$ cat config.mk
export PLATFORM = sky130hd
export DESIGN_NAME = lcd_pixel_streamer
export DESIGN_NICKNAME = d
export VERILOG_FILES = /design/src/rtl/lcd_pixel_streamer.sv
export SDC_FILE = /design/constraint.sdc
export NUM_CORES = 1
export LEC_CHECK = 0
export CAP_MARGIN = 20
export CELL_PAD_IN_SITES_DETAIL_PLACEMENT = 1
export CELL_PAD_IN_SITES_GLOBAL_PLACEMENT = 1
export CORE_ASPECT_RATIO = 1.4
export CORE_MARGIN = 5
export CORE_UTILIZATION = 40
export CTS_BUF_LIST = sky130_fd_sc_hd__clkbuf_8
export DETAILED_ROUTE_END_ITERATION = 16
export PLACE_DENSITY = 0.76
export SYNTH_ARGS = -nofsm -noshare
export SYNTH_HDL_FRONTEND = slang
export SYNTH_SLANG_ARGS = --single-unit
$ cat constraint.sdc
create_clock -name clk -period 1.6 [get_ports clk]
set_input_delay 0.4 -clock clk [delete_from_list [all_inputs] [get_ports clk]]
set_output_delay 0.4 -clock clk [all_outputs]
set_load 0.02 [all_outputs]
$ cat src/rtl/lcd_pixel_streamer.sv
// Raster-order pixel fetcher with a one-entry prefetch buffer, feeding a
// mode-0 SPI serializer that streams RGB565 pixels MSB-first to an LCD panel.
module lcd_pixel_streamer #(
    parameter int X_MAX      = 160,
    parameter int Y_MAX      = 80,
    parameter int CLK_DIV    = 2,
    parameter int CONTINUOUS = 0,
    localparam int XW = $clog2(X_MAX - 1) + 1,
    localparam int YW = $clog2(Y_MAX - 1) + 1
) (
    input  logic          clk,
    input  logic          rst_n,
    input  logic          start,
    output logic          busy,
    output logic          frame_done,
    output logic          update,
    output logic [XW-1:0] update_x,
    output logic [YW-1:0] update_y,
    input  logic          done,
    input  logic [15:0]   done_color,
    output logic          lcd_cs_n,
    output logic          lcd_dc,
    output logic          lcd_sclk,
    output logic          lcd_mosi
);

    localparam int CW = (CLK_DIV > 1) ? $clog2(CLK_DIV) : 1;
    localparam logic [CW-1:0] DIV_LAST = CW'(CLK_DIV - 1);
    localparam logic [XW-1:0] X_LAST   = XW'(X_MAX - 1);
    localparam logic [YW-1:0] Y_LAST   = YW'(Y_MAX - 1);

    typedef enum logic [1:0] {F_IDLE, F_REQ, F_WAIT} fstate_t;
    typedef enum logic [1:0] {S_IDLE, S_SHIFT, S_END} sstate_t;

    fstate_t       f_state_q, f_state_d;
    sstate_t       s_state_q, s_state_d;
    logic          busy_q, busy_d;
    logic          all_req_q, all_req_d;
    logic [XW-1:0] fx_q, fx_d, upd_x_q, upd_x_d;
    logic [YW-1:0] fy_q, fy_d, upd_y_q, upd_y_d;
    logic [15:0]   buf_q, buf_d, sreg_q, sreg_d;
    logic          buf_valid_q, buf_valid_d;
    logic [3:0]    bit_cnt_q, bit_cnt_d;
    logic [CW-1:0] div_cnt_q, div_cnt_d;
    logic          sclk_q, sclk_d, mosi_q, mosi_d, cs_n_q, cs_n_d;
    logic          load;

    always_comb begin
        f_state_d   = f_state_q;
        s_state_d   = s_state_q;
        busy_d      = busy_q;
        all_req_d   = all_req_q;
        fx_d        = fx_q;
        fy_d        = fy_q;
        upd_x_d     = upd_x_q;
        upd_y_d     = upd_y_q;
        buf_d       = buf_q;
        buf_valid_d = buf_valid_q;
        sreg_d      = sreg_q;
        bit_cnt_d   = bit_cnt_q;
        div_cnt_d   = div_cnt_q;
        sclk_d      = sclk_q;
        mosi_d      = mosi_q;
        cs_n_d      = cs_n_q;
        load        = 1'b0;

        if (!busy_q && start) begin
            busy_d    = 1'b1;
            fx_d      = '0;
            fy_d      = '0;
            all_req_d = 1'b0;
        end

        // Shift side runs first so a done arriving in the same cycle wins buf_valid.
        case (s_state_q)
            S_IDLE: load = buf_valid_q;
            S_SHIFT: begin
                if (div_cnt_q == DIV_LAST) begin
                    div_cnt_d = '0;
                    sclk_d    = ~sclk_q;
                    if (sclk_q) begin
                        if (bit_cnt_q == 4'd0) begin
                            if (buf_valid_q)     load      = 1'b1;
                            else if (!all_req_q) s_state_d = S_IDLE;
                            else                 s_state_d = S_END;
                        end else begin
                            bit_cnt_d = bit_cnt_q - 4'd1;
                            sreg_d    = {sreg_q[14:0], 1'b0};
                            mosi_d    = sreg_q[14];
                        end
                    end
                end else begin
                    div_cnt_d = div_cnt_q + CW'(1);
                end
            end
            S_END: begin
                cs_n_d    = 1'b1;
                s_state_d = S_IDLE;
                fx_d      = '0;
                fy_d      = '0;
                all_req_d = 1'b0;
                if (CONTINUOUS == 0) busy_d = 1'b0;
            end
            default: s_state_d = S_IDLE;
        endcase

        if (load) begin
            sreg_d      = buf_q;
            buf_valid_d = 1'b0;
            cs_n_d      = 1'b0;
            mosi_d      = buf_q[15];
            bit_cnt_d   = 4'd15;
            div_cnt_d   = '0;
            s_state_d   = S_SHIFT;
        end

        case (f_state_q)
            F_IDLE: begin
                if (busy_q && !buf_valid_q && !all_req_q) begin
                    f_state_d = F_REQ;
                    upd_x_d   = fx_q;
                    upd_y_d   = fy_q;
                end
            end
            F_REQ: f_state_d = F_WAIT;
            F_WAIT: begin
                if (done) begin
                    buf_d       = done_color;
                    buf_valid_d = 1'b1;
                    f_state_d   = F_IDLE;
                    if (fx_q == X_LAST) begin
                        fx_d = '0;
                        if (fy_q == Y_LAST) begin
                            fy_d      = '0;
                            all_req_d = 1'b1;
                        end else begin
                            fy_d = fy_q + YW'(1);
                        end
                    end else begin
                        fx_d = fx_q + XW'(1);
                    end
                end
            end
            default: f_state_d = F_IDLE;
        endcase
    end

    always_ff @(posedge clk or negedge rst_n) begin
        if (!rst_n) begin
            f_state_q   <= F_IDLE;
            s_state_q   <= S_IDLE;
            busy_q      <= 1'b0;
            all_req_q   <= 1'b0;
            fx_q        <= '0;
            fy_q        <= '0;
            upd_x_q     <= '0;
            upd_y_q     <= '0;
            buf_q       <= '0;
            buf_valid_q <= 1'b0;
            sreg_q      <= '0;
            bit_cnt_q   <= '0;
            div_cnt_q   <= '0;
            sclk_q      <= 1'b0;
            mosi_q      <= 1'b0;
            cs_n_q      <= 1'b1;
        end else begin
            f_state_q   <= f_state_d;
            s_state_q   <= s_state_d;
            busy_q      <= busy_d;
            all_req_q   <= all_req_d;
            fx_q        <= fx_d;
            fy_q        <= fy_d;
            upd_x_q     <= upd_x_d;
            upd_y_q     <= upd_y_d;
            buf_q       <= buf_d;
            buf_valid_q <= buf_valid_d;
            sreg_q      <= sreg_d;
            bit_cnt_q   <= bit_cnt_d;
            div_cnt_q   <= div_cnt_d;
            sclk_q      <= sclk_d;
            mosi_q      <= mosi_d;
            cs_n_q      <= cs_n_d;
        end
    end

    assign busy       = busy_q;
    assign frame_done = (s_state_q == S_END);
    assign update     = (f_state_q == F_REQ);
    assign update_x   = upd_x_q;
    assign update_y   = upd_y_q;
    assign lcd_cs_n   = cs_n_q;
    assign lcd_dc     = 1'b1;
    assign lcd_sclk   = sclk_q;
    assign lcd_mosi   = mosi_q;

endmodule
==> results of run 1 <==
## logic make-up (layout without fill, tap and decap cells)
| group | count (synthesis) | in the layout | synth area share (%) |
|---|---|---|---|
| AOI/OAI and AO/OA | 85 | 85 | 14.4 |
| DFF | 80 | 80 | 57.5 |
| xor gates and xnor gates | 2 | 2 | 0.503 |
| other | 1 | 1 | 0.108 |
| adders and majority gates | 4 | 4 | 1.44 |
| muxes | 18 | 18 | 5.82 |
| buffers and inverters | 37 | 142 | 4.99 |
| and+or+nand+nor | 99 | 99 | 15.3 |
## worst min-delay path by stage
stage	start	endpoint	slack, ps	cells past startpoint
after floorplan	rst_n	all_req_q$_DFF_PN0_	100	0
after global placement	rst_n	buf_q[7]$_DFFE_PN0P_	360	1
after detailed placement	rst_n	buf_q[6]$_DFFE_PN0P_	370	1
after CTS	rst_n	buf_q[6]$_DFFE_PN0P_	510	2
after global routing	update_x[1]$_DFFE_PN0P_	update_x[1]$_DFFE_PN0P_	530	1
final	rst_n	buf_q[6]$_DFFE_PN0P_	500	2
## flip-flops by register name, indices dropped and copies added (netlist names), 2 cells and up
| name | flops |
|---|---|
| bit_cnt_q | 4 |
| buf_q | 16 |
| f_state_q | 2 |
| fx_q | 9 |
| fy_q | 8 |
| s_state_q | 2 |
| sreg_q | 15 |
| update_x | 9 |
| update_y | 8 |
## metrics by stage
| stage | total power, mW | worst slack [ps] |
|---|---|---|
| 2_1_floorplan | 3.11 | -117 |
| 3_3_place_gp | 3.64 | -370 |
| 3_5_place_dp | 3.72 | -463 |
| 4_1_cts | 5.42 | -240 |
| 5_1_grt | 5.70 | -414 |
| 6_report | 5.42 | -361 |
## per-layer routing
metal,share of wire (%),vias up
li1,-,1359
met1,40,1520
met2,55,51
met3,3.0,26
met4,3.0,0
met5,0,-
## where the power goes
part           total [mW]  switching (mW)  internal (mW)
clock                1.68           0.767          0.912
combinational        1.28           0.711          0.569
sequential           2.46           0.134           2.33
## critical path, stage by stage, from the launching register on
cell	delay [ps]
dfrtp_1	410
inv_2	90
ha_4	140
or3b_4	390
o21a_4	250
nor3_4	210
buf_6	160
buf_12	110
a22o_1	150
## Yosys cell counts (3+ instances only)
master and n:
a21oi_1 23, and3_1 3, buf_2 10, dfrtp_1 79
ha_1 4, inv_1 20, mux2_2 18, nand2_1 32
nand3_1 16, nand4_1 3, nor2_1 16, nor2b_1 3
nor3_1 5, nor3b_1 3, o21ai_0 28, o22ai_1 15
## layout make-up
type,count,area (µm²),area share [%]
Timing Repair Buffer,107,1020,20.6
Multi-Input combinational cell,209,1480,30.1
Clock inverter,5,81.3,1.65
Sequential cell,80,2000,40.7
Tap cell,105,131,2.67
Inverter,20,75.1,1.52
Clock buffer,10,138,2.79
## what timing repair did
action,in CTS,in global routing
hold endpoints to repair,26,0
setup buffers,7,4
resized for setup,64,24
cloned,2,0
pin swaps,15,10
hold buffers,1,0
setup endpoints to repair,57,53
==> results.cfg, run 1 <==
[synthesis]
synth_edf_count = 0
synthCells = 326
synth_top_cell_by_area = dfrtp_1
synth-seq-cells = 80
ys_seq_area_share_pct = 57.5
yosysWarningCount = 0
ys_types = 52
synth_nets = 350
syn_area_um2 = 3480
syn_avg_cell_area_um2 = 10.7
synth_top_area_share_pct = 56.8
synthTopCellsByArea = dfrtp_1 57%, mux2_2 5.8%, o21ai_0 4.0%
ys.flop_type = dfrtp_1
synthArstFlopShare_pct = 100

[timing]
rsz0062_at_grt = true
setup_tns_ps = -7310
finalSetupViolations = 25
period_needed_ps = 1960
report.final.slew_viol_count = 0
fin_hold_ws_ps = 500
layout_setup_ws_ps = -361
skew_ps = 9.53
hold_violations = 0
post-route-period-util_pct = 123
max_freq_ghz = 0.510

[worst_setup_path]
critPathKind = flip-flop to flip-flop
cp.arrival_ps = 2270
ff2ff_setup_slack_ps = -360
crit_path_start = bit_cnt_q[0]$_DFFE_PN0P_
cp_data_required_time_ps = 1910
reg2reg_depth = 8
reg2reg_to = sreg_q[0]$_DFFE_PN0P_
rr_startpoint = bit_cnt_q[0]$_DFFE_PN0P_
start_kind = flip-flop
crit_fanout = 9
critPathCaptureType = flip-flop
worstSetupEndpoint = sreg_q[0]$_DFFE_PN0P_

[status]
violations = setup timing
status = finished with violations

[layout]
mostFrequentLayoutCell = dfrtp_1
layout-drive-gt1-share_pct = 33.6
nets = 451
diodes = 0
area_delta_synth_final_pct = 41.5
final_cell_mix = 79 x dfrtp_1, 49 x buf_4, 32 x nand2_1
final_core_util_pct = 57.6
instances_no_fill = 536
stdcell_area_um2 = 4930
fill_cells = 930

[routing]
drc = 0
vias = 2956
wl_per_cell_um = 19.1
viasPerCell = 5.51
wl_um = 10200
drt_iter0_drc = 99
antenna_left = 0
dr.pass1.iters = 4

[pwr]
vdd_drop_max_v = 0.000605
p_per_area_nw_per_um2 = 1100
leakage_nw = 2.31

[place]
place_hpwl_um = 6470
place_inst = 507
place_area_um2 = 4420
gp_congestion = 0.829
port_buffers = 42

[cts]
clock-root-buffer = clkbuf_8
clk_latency_ps = 370
cts_made_buffers = 9
htreeDepth = 3
clk_path_buf_depth = 2
cts_sinks = 80
clk_pin_slew_ps = 90
cts_tree = done

[die]
fp.dieH_um = 120
die_area_um2 = 10700
die_w_um = 88.9
core-area_um2 = 8560
io_pins = 44
start_util_pct = 40.7
num_rows = 40

[grt]
grt_pass1_vias = 3250
grt_first_pass_wirelength_um = 16300
grt-ovfl-total = 0
grt_max_degree = 35
grt_util_met2_pct = 34.8
grt-busiest-layer = met2
antenna_found_initial = 0
grtUsageTotal_pct = 19.9
use_met3_pct = 3.54
globalRouteMet1Util_pct = 22.7

[flow_run]
maxCapViolations = 0

[min_path]
hp-class = input pin to asynchronous set/reset pin
No activity file was read; power rests on OpenSTA's default activity.
==> inputs of run 2 (changes only) <==
--- a/config.mk
+++ b/config.mk
@@ -13,6 +13,7 @@
 export CORE_UTILIZATION = 40
 export CTS_BUF_LIST = sky130_fd_sc_hd__clkbuf_8
 export DETAILED_ROUTE_END_ITERATION = 16
+export GPL_TIMING_DRIVEN = 0
 export PLACE_DENSITY = 0.76
 export SYNTH_ARGS = -nofsm -noshare
 export SYNTH_HDL_FRONTEND = slang
==> run 2 against run 1 <==
Wire length is 4.4% lower. Maximum frequency is 8.3% higher. Cell count is 0.56% lower. Clock skew is 1.7 ps higher. Sequential share of layout area is 0.064 points lower. Final area is 0.53% higher. Largest power group unchanged. Sequential power hardly changed. Clock-buffer cell count stayed put. Largest cell class unchanged. Via count is 1.6% lower. Register-to-register slack better by 150 ps. Flip-flop and latch count stayed put. Critical path type unchanged. Non-clock buffer count is 4 lower. Critical endpoint is now bit_cnt_q[1]$_DFFE_PN0P_. The run still ends with setup timing left.
==> results.cfg, run 2 (synthesis results as in run 1) <==
[status]
status = finished with violations
violations = setup timing

[cts]
cts_sinks = 80
cts_made_buffers = 9
htreeDepth = 3
cts_tree = done
clk_pin_slew_ps = 90
clk_latency_ps = 370
clk_path_buf_depth = 2
clock-root-buffer = clkbuf_8

[die]
io_pins = 44
die_area_um2 = 10700
die_w_um = 88.9
fp.dieH_um = 120
core-area_um2 = 8560
start_util_pct = 40.7
num_rows = 40

[layout]
mostFrequentLayoutCell = dfrtp_1
top_register = buf_q
reg_top3 = buf_q (16), sreg_q (15)
diodes = 0
area_delta_synth_final_pct = 42.2
layout-drive-gt1-share_pct = 35.7
largest_register_ffs = 16
final_cell_mix = 73 x dfrtp_1, 43 x buf_4, 32 x nand2_1
stdcell_area_um2 = 4950
final_core_util_pct = 57.9
nets = 447

[timing]
post-route-period-util_pct = 113
hold_violations = 0
skew_ps = 11.2
report.final.slew_viol_count = 0
fin_hold_ws_ps = 488
period_needed_ps = 1810
rsz0062_at_grt = true
finalSetupViolations = 26
setup_tns_ps = -3850
max_freq_ghz = 0.552
layout_setup_ws_ps = -210

[worst_setup_path]
start_kind = flip-flop
max_stage_delay_ps = 400
crit_path_cell_trace = inv_2 > ha_4 > or3b_4 > o21a_4 > nor3_4 > buf_6 > buf_6 > a2bb2oi_2
cp_data_required_time_ps = 1890
critPathKind = flip-flop to flip-flop
crit_path_top_delay_cell = dfrtp_1
critPathCaptureType = flip-flop
cp.arrival_ps = 2100
crit_fanout = 5
crit_top_cell = buf_6

[routing]
wl_met3_um = 306
antenna_left = 0
dr.pass1.iters = 4
wl_um = 9790
wl_met1_um = 3910
met2_length_um = 5350
drc = 0
viasPerCell = 5.46
maxUsedRoutingLayer = met4
wl_per_cell_um = 18.4
drt_iter0_drc = 99
vias = 2909

[grt]
grt_max_degree = 55
grt_pass1_vias = 3241
antenna_found_initial = 0
grt-ovfl-total = 0
grtUsageTotal_pct = 19.4
grt_first_pass_wirelength_um = 15900

[place]
port_buffers = 42
pre_cts_ws_ps = -747
place_hpwl_um = 5890
gp_congestion = 0.746
place_area_um2 = 4090

[pwr]
leakage_nw = 2.28
vdd_drop_max_v = 0.000747
p_per_area_nw_per_um2 = 1120

[min_path]
hp-class = flip-flop to flip-flop

[flow_run]
maxCapViolations = 0
[run 2: changes by cell type in the layout (fill, tap and decap cells not counted), sizes merged]
cell	previous run	this run
clkdlybuf4s15	1	2
clkinvlp	1	0
buf	68	60
bufinv	2	3
clkbuf	10	13
inv	20	21
[run 2: layout make-up]
type,instances,area (µm²)
clock buffers,10,138
multi-input cells,209,1570
plain buffers,14,129
flip-flops and latches,80,2010
fillers,909,3600
clock inverters,6,108
repair buffers,89,791
inverters,20,75.1
well taps,105,131
[run 2: metal layers]
metal | vias to the layer above | GRT usage (%)
li1 | 1344 | -
met3 | 20 | 4.36
met4 | 0 | 7.47
met5 | - | 0
met1 | 1491 | 22.1
met2 | 54 | 34.4
[run 2: timing repair]
item | 4_1_cts | 5_1_grt
endpoints found under the hold margin | 25 | 0
buffers inserted | 33 | 10
gates resized for setup | 96 | 27
pin swaps | 26 | 4
hold buffers | 1 | 0
setup endpoints to repair | 84 | 60
gates cloned | 2 | 1
[run 2: stage by stage]
step / cells / power (mW)
after detailed placement: 474 / 3.55
after CTS: 524 / 5.55
final: 533 / 5.57
after floorplan: 326 / 3.11
after global placement: 473 / 3.47
after global routing: 533 / 5.86
[run 2: path summary, 6_finish.rpt]
path / start / endpoint / slack (ps) / depth (start not counted)
worst min-delay path: all_req_q$_DFF_PN0_ / all_req_q$_DFF_PN0_ / 490 / 2
worst min register to register: all_req_q$_DFF_PN0_ / all_req_q$_DFF_PN0_ / 490 / 2
max in group asynchronous: rst_n / s_state_q[1]$_DFFE_PN0P_ / 490 / 3
worst max register to register: bit_cnt_q[1]$_DFFE_PN0P_ / bit_cnt_q[1]$_DFFE_PN0P_ / -210 / 8
worst max-delay path: bit_cnt_q[1]$_DFFE_PN0P_ / bit_cnt_q[1]$_DFFE_PN0P_ / -210 / 8
min in group asynchronous: rst_n / lcd_mosi$_DFFE_PN0P_ / 500 / 2
[run 2: report_power, final]
part / internal, mW / leakage, nW / switching, mW
clock: 1.07 / 0.128 / 0.767
sequential: 2.33 / 1.03 / 0.164
combinational: 0.547 / 1.12 / 0.695
total: 3.95 / 2.28 / 1.63
[run 2: worst max-delay path: cells and delay by family (launching register included)]
family	cells	cell delay (ps)
AOI/OAI and AO/OA	2	360
adders and majority gates	1	130
buffers and inverters	3	360
DFF	1	400
and+or+nand+nor	2	480
==> inputs of run 3 (changes only) <==
==> config.mk (replaced) <==
export PLATFORM = sky130hd
export DESIGN_NAME = lcd_pixel_streamer
export DESIGN_NICKNAME = d
export VERILOG_FILES = /design/src/rtl/lcd_pixel_streamer.sv
export SDC_FILE = /design/constraint.sdc
export NUM_CORES = 1
export LEC_CHECK = 0
export ABC_CLOCK_PERIOD_IN_PS = 1600
export CAP_MARGIN = 20
export CORE_ASPECT_RATIO = 1.4
export CORE_MARGIN = 5
export CORE_UTILIZATION = 40
export CTS_BUF_LIST = sky130_fd_sc_hd__clkbuf_8
export DETAILED_ROUTE_END_ITERATION = 16
export GPL_TIMING_DRIVEN = 0
export PLACE_DENSITY = 0.62
export SYNTH_ARGS = -nofsm -noshare
export SYNTH_HDL_FRONTEND = slang
export SYNTH_SLANG_ARGS = --single-unit
==> run 3 against run 2 <==
The run still ends with setup timing left. Clock power shrank 29%. Cell count shrank 0.38%. Register-to-register slack got worse by 30 ps. Critical path depth did not move. Via count fell by 4.6%. Worst setup slack worse by 26 ps. Final area down 4.3%. Global-route usage is 3.0 points lower. Sequential share of layout area rose by 1.8 points. Combinational power down 3%. Total power shrank 11%. Sequential power about the same. Critical endpoint unchanged. Largest cell class unchanged.
==> results.cfg, run 3 (synthesis results as in run 1) <==
[die]
fp.dieH_um = 120
io_pins = 44
num_rows = 40
die_area_um2 = 10700
start_util_pct = 40.7
core-area_um2 = 8560
die_w_um = 88.9

[worst_setup_path]
cp_data_required_time_ps = 1890
critPathCaptureType = flip-flop
crit_path_top_delay_cell = dfrtp_1
start_kind = flip-flop
crit_family = simple AND/OR/NAND/NOR gates
max_stage_delay_ps = 410
critPathKind = flip-flop to flip-flop
crit_fanout = 5
crit_top_cell = buf_6
path_buf_inv = 3
crit_path_cell_trace = inv_2 > ha_4 > or3b_4 > o21a_4 > nor3_4 > buf_6 > buf_6 > a2bb2oi_2
cp.arrival_ps = 2120

[routing]
drt_iter0_drc = 113
wl_per_cell_um = 15.2
dr.pass1.iters = 4
vias = 2776
wl_um = 8100
antenna_left = 0
viasPerCell = 5.23
drc = 0

[pwr]
power_mw = 4.97
p_per_area_nw_per_um2 = 1050
p_seq_share_pct = 49.6
netSwitchingFraction_pct = 30.1
pwr-share-clk_pct = 26.2
vdd_drop_max_v = 0.000684
leakage_nw = 2.22
power.switching_mw = 1.49
internal_power_mw = 3.47
combPwrFrac_pct = 24.2

[layout]
area_delta_synth_final_pct = 36.1
largest_register_ffs = 16
fill_cells = 755
final_cell_mix = 73 x dfrtp_1, 40 x buf_4, 32 x nand2_1
reg_top3 = buf_q (16), sreg_q (15)
diodes = 0
layout-drive-gt1-share_pct = 32.4
mostFrequentLayoutCell = dfrtp_1
top_register = buf_q
nets = 445

[grt]
grt_pass1_vias = 2848
grtUsageTotal_pct = 16.4
grt_max_degree = 64
antenna_found_initial = 0
grt_first_pass_wirelength_um = 13600
grt-ovfl-total = 0

[place]
gp_congestion = 0.781
place_hpwl_um = 5060
pre_cts_ws_ps = -639
port_buffers = 42

[timing]
post-route-period-util_pct = 115
rsz0062_at_grt = true
report.final.slew_viol_count = 0
finalSetupViolations = 25
max_slew_margin_pct = 64.4
worst_pin_slew_ps = 527
period_needed_ps = 1840
skew_ps = 5.79
layout_setup_ws_ps = -236
max_freq_ghz = 0.545
hold_violations = 0

[status]
violations = setup timing
status = finished with violations

[flow_run]
maxCapViolations = 0

[cts]
cts_made_buffers = 9
clk_pin_slew_ps = 70
cts_sinks = 80
cts_tree = done
clk_latency_ps = 360
htreeDepth = 3
clock-root-buffer = clkbuf_8
clk_path_buf_depth = 2

[min_path]
hp-class = input pin to asynchronous set/reset pin
[run 3: cell types whose count changed in the layout (fill, tap and decap cells not counted), sizes merged]
cell / previous run / this run
clkbuf: 13 / 14
clkdlybuf4s50: 17 / 18
bufinv: 3 / 0
clkinvlp: 0 / 1
dlygate4sd2: 20 / 19
buf: 60 / 57
inv: 21 / 23
[run 3: final timing paths]
kind	start	endpoint	slack [ps]	cells past startpoint
min	rst_n	buf_q[8]$_DFFE_PN0P_	460	2
max	bit_cnt_q[0]$_DFFE_PN0P_	bit_cnt_q[1]$_DFFE_PN0P_	-240	8
max reg2reg	bit_cnt_q[0]$_DFFE_PN0P_	bit_cnt_q[1]$_DFFE_PN0P_	-240	8
min in group clk	all_req_q$_DFF_PN0_	all_req_q$_DFF_PN0_	480	2
min reg2reg	all_req_q$_DFF_PN0_	all_req_q$_DFF_PN0_	480	2
max in group asynchronous	rst_n	lcd_cs_n$_DFFE_PN1P_	540	3
[run 3: per-stage QoR]
stage | instances | hold WS, ps | setup TNS [ps] | util (%) | instance area [µm²]
final | 531 | 457 | -4340 | 55.4 | 4740
after floorplan | 326 | 104 | -1970 | - | 3510
after global routing | 531 | 468 | -5530 | 55.4 | 4740
after global placement | 473 | 464 | -245140 | 47.5 | 4070
after detailed placement | 474 | 295 | -23670 | 47.8 | 4090
after CTS | 518 | 457 | -4690 | 53.8 | 4600
[run 3: worst register-to-register path, stage by stage, from the launching register on]
cell and delay [ps]:
dfrtp_1 410, inv_2 90, ha_4 140, or3b_4 390, o21a_4 220, nor3_4 140, buf_6 140, buf_6 130
a2bb2oi_2 120
[run 3: power groups by stage]
stage	clock, mW	sequential (mW)	combinational, mW
4_1_cts	1.34	2.47	1.13
3_5_place_dp	0	2.52	0.985
6_report	1.30	2.47	1.20
5_1_grt	1.42	2.51	1.36
3_3_place_gp	0	2.51	0.960
2_1_floorplan	0	2.53	0.586
[run 3: area by class of cell]
class                      instances  area [µm²]  area share, %
tap                              105         131           2.77
clock inverter                     6        28.8          0.607
inverter                          20        75.1           1.58
timing repair buffer              87         771           16.3
clock buffer                      10         138           2.90
multi-input combinational        209        1460           30.8
buffer                            14         128           2.69
sequential                        80        2010           42.4
[run 3: metal layers]
layer  wire length, µm  global-route usage, %  up-vias
met3               310                   3.34       19
li1                  -                      -     1344
met4               244                   9.17        0
met1              3490                   20.7     1355
met2              4050                   25.8       58
met5                 0                      0        -
[run 3: timing repair]
item	in CTS	in global routing
gates cloned	2	0
hold buffers	1	0
pin swaps	21	7
endpoints found under the setup margin	68	61
setup buffers	27	15
resized for setup	83	16
hold endpoints to repair	17	0
